$ cat src/rtl/cnn_layer_accel_pkg.sv
// rtl/cnn_layer_accel_pkg.sv - shared types and constants for the weight-table sequencer
package cnn_layer_accel_pkg;

  typedef enum logic [1:0] {
    IDLE   = 2'd0,
    CONFIG = 2'd1,
    EXEC   = 2'd2,
    DRAIN  = 2'd3
  } wht_seq_state_t;

  localparam int         WHT_TAP_PAIRS = 5;
  localparam logic [3:0] WHT_PAD_SLOT  = 4'hF;
  localparam int         KERNEL_WORDS  = 16;

  // Tap pair p reads taps 2p and 2p+1; the last pair pairs tap 8 with the zero slot.
  function automatic logic [7:0] wht_tap_pair(input logic [2:0] pair);
    logic [3:0] even_tap;
    logic [7:0] result;
    even_tap = {pair, 1'b0};
    if (pair == 3'(WHT_TAP_PAIRS - 1)) result = {even_tap, WHT_PAD_SLOT};
    else                               result = {even_tap, even_tap | 4'd1};
    return result;
  endfunction

endpackage

$ cat src/rtl/cnn_layer_accel_tap_pair_gen.sv
// rtl/cnn_layer_accel_tap_pair_gen.sv - tap pair counter and dual-port address ROM
module cnn_layer_accel_tap_pair_gen
  import cnn_layer_accel_pkg::*;
(
  input  logic       clk,
  input  logic       rst,
  input  logic       clear,
  input  logic       start,
  input  logic       advance,
  output logic       last_pair,
  output logic [3:0] addr0,
  output logic [3:0] addr1
);

  logic [2:0] pair_cnt;
  logic [2:0] pair_nxt;
  logic [7:0] rom_nxt;

  assign last_pair = (pair_cnt == 3'(WHT_TAP_PAIRS - 1));

  // Next pair index: start always reloads pair 0, otherwise step and wrap after the pad pair.
  always_comb begin
    pair_nxt = last_pair ? 3'd0 : pair_cnt + 3'd1;
    if (start) pair_nxt = 3'd0;
    rom_nxt = wht_tap_pair(pair_nxt);
  end

  // Addresses are registered together with the pair index so they hold whenever advance is low.
  always_ff @(posedge clk) begin
    if (rst || clear) begin
      pair_cnt <= 3'd0;
      addr0    <= 4'd0;
      addr1    <= 4'd0;
    end else if (start || advance) begin
      pair_cnt       <= pair_nxt;
      {addr0, addr1} <= rom_nxt;
    end
  end

endmodule

$ cat src/rtl/cnn_layer_accel_wht_seq_ctrl.sv
// rtl/cnn_layer_accel_wht_seq_ctrl.sv - weight-table sequencer (optional stall input under WHT_SEQ_STALL_EN)
module cnn_layer_accel_wht_seq_ctrl
  import cnn_layer_accel_pkg::*;
#(
  parameter int C_NUM_KERNELS_W = 6,
  parameter int C_NUM_WINDOWS_W = 16,
  parameter int C_DRAIN_CYCLES  = 6
) (
  input  logic                       clk,
  input  logic                       rst,
  input  logic                       job_start,
  input  logic [C_NUM_KERNELS_W-1:0] num_kernels,
  input  logic [C_NUM_WINDOWS_W-1:0] num_windows,
  input  logic                       cfg_valid,
  output logic                       cfg_ready,
  output logic                       config_mode,
  output logic                       wht_config_wren,
  output logic                       ce_execute,
  output logic [3:0]                 wht_seq_addr0,
  output logic [3:0]                 wht_seq_addr1,
  output logic                       next_kernel,
  input  logic                       slv_rd_req,
  output logic                       slv_rd_gnt,
  output logic                       busy,
  output logic                       job_done
`ifdef WHT_SEQ_STALL_EN
  ,
  input  logic                       ce_stall
`endif
);

  localparam int DW = $clog2(C_DRAIN_CYCLES + 1);
  localparam logic [DW-1:0]              DRAIN_LAST = DW'(C_DRAIN_CYCLES - 1);
  localparam logic [DW-1:0]              D_ONE      = DW'(1);
  localparam logic [C_NUM_KERNELS_W-1:0] K_ONE      = C_NUM_KERNELS_W'(1);
  localparam logic [C_NUM_WINDOWS_W-1:0] W_ONE      = C_NUM_WINDOWS_W'(1);

  wht_seq_state_t             state;
  logic                       start_pend;
  logic [C_NUM_KERNELS_W-1:0] kern_q;
  logic [C_NUM_WINDOWS_W-1:0] win_q;
  logic [3:0]                 word_cnt;
  logic [C_NUM_KERNELS_W-1:0] cfg_kidx;
  logic [C_NUM_WINDOWS_W-1:0] win_cnt;
  logic [C_NUM_KERNELS_W-1:0] kidx;
  logic [DW-1:0]              drain_cnt;
  logic                       nk_pend;

  logic stall_now;
  logic cfg_last;
  logic exec_step;
  logic last_pair;
  logic win_end;
  logic kern_end;
  logic job_end;

`ifdef WHT_SEQ_STALL_EN
  assign stall_now = (state == EXEC) && ce_stall;
`else
  assign stall_now = 1'b0;
`endif

  assign cfg_ready       = (state == CONFIG);
  assign config_mode     = (state == CONFIG);
  assign wht_config_wren = cfg_valid && cfg_ready;
  assign ce_execute      = (state == EXEC);
  assign busy            = (state != IDLE);
  assign slv_rd_gnt      = slv_rd_req && (state == IDLE);
  assign job_done        = (state == DRAIN) && (drain_cnt == DRAIN_LAST);
  // A pending kernel boundary waits out any stall cycle before it is shown.
  assign next_kernel     = nk_pend && !stall_now;

  assign cfg_last  = wht_config_wren && (word_cnt == 4'(KERNEL_WORDS - 1)) && (cfg_kidx == kern_q);
  assign exec_step = (state == EXEC) && !stall_now;
  assign win_end   = exec_step && last_pair;
  assign kern_end  = win_end && (win_cnt == win_q);
  assign job_end   = kern_end && (kidx == kern_q);

  cnn_layer_accel_tap_pair_gen u_tap_pair_gen (
    .clk       (clk),
    .rst       (rst),
    .clear     (state == IDLE),
    .start     (cfg_last),
    .advance   (exec_step && !job_end),
    .last_pair (last_pair),
    .addr0     (wht_seq_addr0),
    .addr1     (wht_seq_addr1)
  );

  // Job FSM: weight load, tap sequencing, pipeline drain; a start that loses to a read-back grant is deferred one cycle.
  always_ff @(posedge clk) begin
    if (rst) begin
      state      <= IDLE;
      start_pend <= 1'b0;
      kern_q     <= '0;
      win_q      <= '0;
      word_cnt   <= 4'd0;
      cfg_kidx   <= '0;
      win_cnt    <= '0;
      kidx       <= '0;
      drain_cnt  <= '0;
      nk_pend    <= 1'b0;
    end else begin
      if (next_kernel) nk_pend <= 1'b0;
      case (state)
        IDLE: begin
          if (job_start && !start_pend) begin
            kern_q <= num_kernels;
            win_q  <= num_windows;
          end
          if (start_pend || (job_start && !slv_rd_req)) begin
            state      <= CONFIG;
            start_pend <= 1'b0;
            word_cnt   <= 4'd0;
            cfg_kidx   <= '0;
          end else if (job_start) begin
            start_pend <= 1'b1;
          end
        end
        CONFIG: begin
          if (wht_config_wren) begin
            word_cnt <= word_cnt + 4'd1;
            if (word_cnt == 4'(KERNEL_WORDS - 1)) cfg_kidx <= cfg_kidx + K_ONE;
            if (cfg_last) begin
              state   <= EXEC;
              win_cnt <= '0;
              kidx    <= '0;
            end
          end
        end
        EXEC: begin
          if (win_end) begin
            win_cnt <= win_cnt + W_ONE;
            if (kern_end) begin
              win_cnt <= '0;
              kidx    <= kidx + K_ONE;
              nk_pend <= 1'b1;
            end
            if (job_end) begin
              state     <= DRAIN;
              drain_cnt <= '0;
            end
          end
        end
        DRAIN: begin
          if (drain_cnt == DRAIN_LAST) state <= IDLE;
          else                         drain_cnt <= drain_cnt + D_ONE;
        end
        default: state <= IDLE;
      endcase
    end
  end

endmodule
$ cat config.mk
export PLATFORM = sky130hd
export DESIGN_NAME = cnn_layer_accel_wht_seq_ctrl
export DESIGN_NICKNAME = d
export VERILOG_FILES = /design/src/rtl/cnn_layer_accel_pkg.sv /design/src/rtl/cnn_layer_accel_tap_pair_gen.sv /design/src/rtl/cnn_layer_accel_wht_seq_ctrl.sv
export SDC_FILE = /design/constraint.sdc
export NUM_CORES = 1
export LEC_CHECK = 0
export BUFFER_PORTS_ARGS = -buffer_cell sky130_fd_sc_hd__buf_2
export CORE_ASPECT_RATIO = 0.6
export CORE_MARGIN = 4
export CORE_UTILIZATION = 35
export CTS_CLUSTER_DIAMETER = 30
export DETAILED_ROUTE_END_ITERATION = 10
export PLACE_DENSITY_LB_ADDON = 0.08
export SLEW_MARGIN = 20
export SYNTH_ARGS = -nofsm -noshare
export SYNTH_HDL_FRONTEND = slang
export SYNTH_SLANG_ARGS = --single-unit
$ cat constraint.sdc
create_clock -name clk -period 3.05 [get_ports clk]
set_input_delay 0.305 -clock clk [delete_from_list [all_inputs] [get_ports clk]]
set_output_delay 0.305 -clock clk [all_outputs]
set_load 0.1 [all_outputs]
==> out/results.ini <==
[placement]
globalplace.congestion = 0.796
port_buffers = 41
hpwlAfterDp_um = 6370
placed_area_um2 = 3740

[cts]
path_clk_slew_ps = 60
clkLatencyLatePin_ps = 330
clockBufferDepth = 2
cts_sinks = 68
post_cts_buffers = 0
cts_root_buffer = clkbuf_16
cts_resized = 0
numCtsBuffers = 9
cts_tree = built
cts_hold_buf = 0
htreeDepth = 3

[logic_synthesis]
synth_edf_count = 0
ys_warn_count = 0
yosys.area.top_type = dfxtp_1
syn_nets = 450
synth.top_cell.area_share = 0.397
syn-instance-count = 411
synth_area_leaders = dfxtp_1 (40%), xor2_1 (7.7%), nand2_1 (6.7%)
ys_seq_area_frac = 0.397
ys_types = 55
synth.avg_cell_area_um2 = 8.34
synth-seq-cells = 68
ys.flop_type = dfxtp_1
async_flop_share = 0
netlist_area_um2 = 3430

[timing]
fin_crit_ps = 2560
hold_viol = 0
finalClockSkew_ps = 8.03
rsz0062_at_grt = false
finalSetupViolCount = 0
worstMarginPinSlew_ps = 944
finalMaxSlewViolations = 0
finalCritPeriodShare = 0.841
setup_tns_ps = 0
fmax_mhz = 390
slew_headroom = 0.369

[grt]
overflow = 0
antenna_found_initial = 0
grt_max_degree = 33
grt_pass1_vias = 2711
track_usage = 0.162
grt_pass1_wl_um = 14600

[floorplan]
fp-row-count = 27
die-area_um2 = 11500
initial_utilization = 0.366
design.core.area_um2 = 9360
die_y_um = 84.7
io_pins = 43
fp.dieW_um = 136

[critical_path]
crit_path_end_kind = flop
cp_max_fo = 10
cp.arrival_ps = 2780
r2r-start = state[0]$_SDFFE_PP0P_
startpoint_type = flop
crit_type = flop to flop
cp.required_ps = 3260
startpoint = state[0]$_SDFFE_PP0P_

[power]
power.density_nw_per_um2 = 871
finalPower_mw = 3.56
p_leak_nw = 1.67
peakVddDrop_mv = 0.375

[routing]
ant_nets = 0
via_per_inst = 4.97
vias = 2908
drt_wl_total_um = 8820
drcViolationCount = 0
wire_per_inst_um = 15.1
firstDrtPassIters = 6
drtIter0Drc = 98

[finish]
multi_input_comb_area_um2 = 1910
num-nets-final = 489
n_antenna_cell = 0
drive_gt1_frac = 0.156
num-fill-cells = 978
stdcell_area_um2 = 4080
final_cell_mix = dfxtp_1 (68), nand2_1 (61), a21oi_1 (41), buf_2 (41), nor2_1 (34)
layout_commonest_cell = dfxtp_1
syn_to_final_growth_pct = 19.2
register_area_um2 = 1360

[min_path]
hp-class = primary input to flop
holdCritStartpoint = num_kernels[0]

[job]
drv_cap = 0

[status]
status = finished clean

## worst max-delay path, cell delays in order (launching register included)
cell and delay [ps]:
dfxtp_1 340, inv_1 100, ha_2 300, nand3_2 150, nor4_2 300, nand3_2 150
o31ai_2 570, buf_4 290, mux2i_1 190, nor2_1 50
## layer usage
layer	part of all wire	up-vias	track usage
li1	-	1494	-
met1	0.57	1349	0.259
met2	0.37	59	0.202
met3	0.051	6	0.0509
met4	0.0078	0	0.0439
met5	0	-	0
## final timing paths
path | to | slack, ps | cells past startpoint
setup / recovery | u_tap_pair_gen.addr0[2]$_SDFFE_PP0P_ | 490 | 9
hold reg to reg | u_tap_pair_gen.addr1[1]$_SDFFE_PP0P_ | 460 | 2
setup reg to reg | u_tap_pair_gen.addr0[2]$_SDFFE_PP0P_ | 490 | 9
hold / removal | kern_q[0]$_SDFFE_PP0P_ | 210 | 3
## area by class of cell
type / count / area share
Tap cell: 130 / 0.0398
Inverter: 16 / 0.0147
Clock buffer: 10 / 0.0561
Clock inverter: 6 / 0.0276
Sequential cell: 68 / 0.333
Timing Repair Buffer: 47 / 0.0613
Multi-Input combinational cell: 308 / 0.467
## synth_stat cells, drive strengths merged, types with 3 or more instances
master  count
o31ai       5
nor3       11
clkbuf     10
nand2b      3
dfxtp      68
nor2b       4
buf         9
o211ai      3
nor4        8
xor2       30
ha         12
nand3      18
nand2      61
or4         5
nor2       34
o21a        3
mux2i       4
a21oi      41
inv        15
o21ai       8
xnor2      18
nand4       4
and2        3
## registers in the layout (all words and copies together) (netlist names)
register	flops
cfg_kidx	6
drain_cnt	3
kern_q	6
kidx	6
next_kernel	1
start_pend	1
state	2
u_tap_pair_gen.addr0	3
u_tap_pair_gen.addr1	4
win_cnt	16
win_q	16
word_cnt	4
## logic make-up (layout without fill, tap and decap cells)
| kind of cell | Yosys count | after routing | share of synthesized area |
|---|---|---|---|
| fa+ha+maj | 12 | 12 | 0.0438 |
| simple gates | 165 | 165 | 0.233 |
| compound gates | 77 | 77 | 0.139 |
| mux | 5 | 5 | 0.0150 |
| flops | 68 | 68 | 0.397 |
| xor+xnor | 48 | 48 | 0.123 |
| other cells | 1 | 1 | 0.00109 |
| buf+inv | 35 | 79 | 0.0475 |
## where the power goes
group | internal (mW) | total, mW | leakage (nW) | switching (mW)
Sequential | 0.982 | 1.07 | 0.552 | 0.0876
Clock | 0.800 | 1.20 | 0.167 | 0.395
Combinational | 0.330 | 1.29 | 0.947 | 0.961
Total | 2.11 | 3.56 | 1.67 | 1.44
## metrics by stage
step	worst slack, ps	std cells	hold slack (ps)	utilization
after floorplan	255	411	441	-
after global placement	624	569	448	0.400
after detailed placement	500	569	450	0.400
after CTS	509	585	198	0.436
after global routing	211	585	205	0.436
final	485	585	207	0.436
No activity file was read; power rests on OpenSTA's default activity.
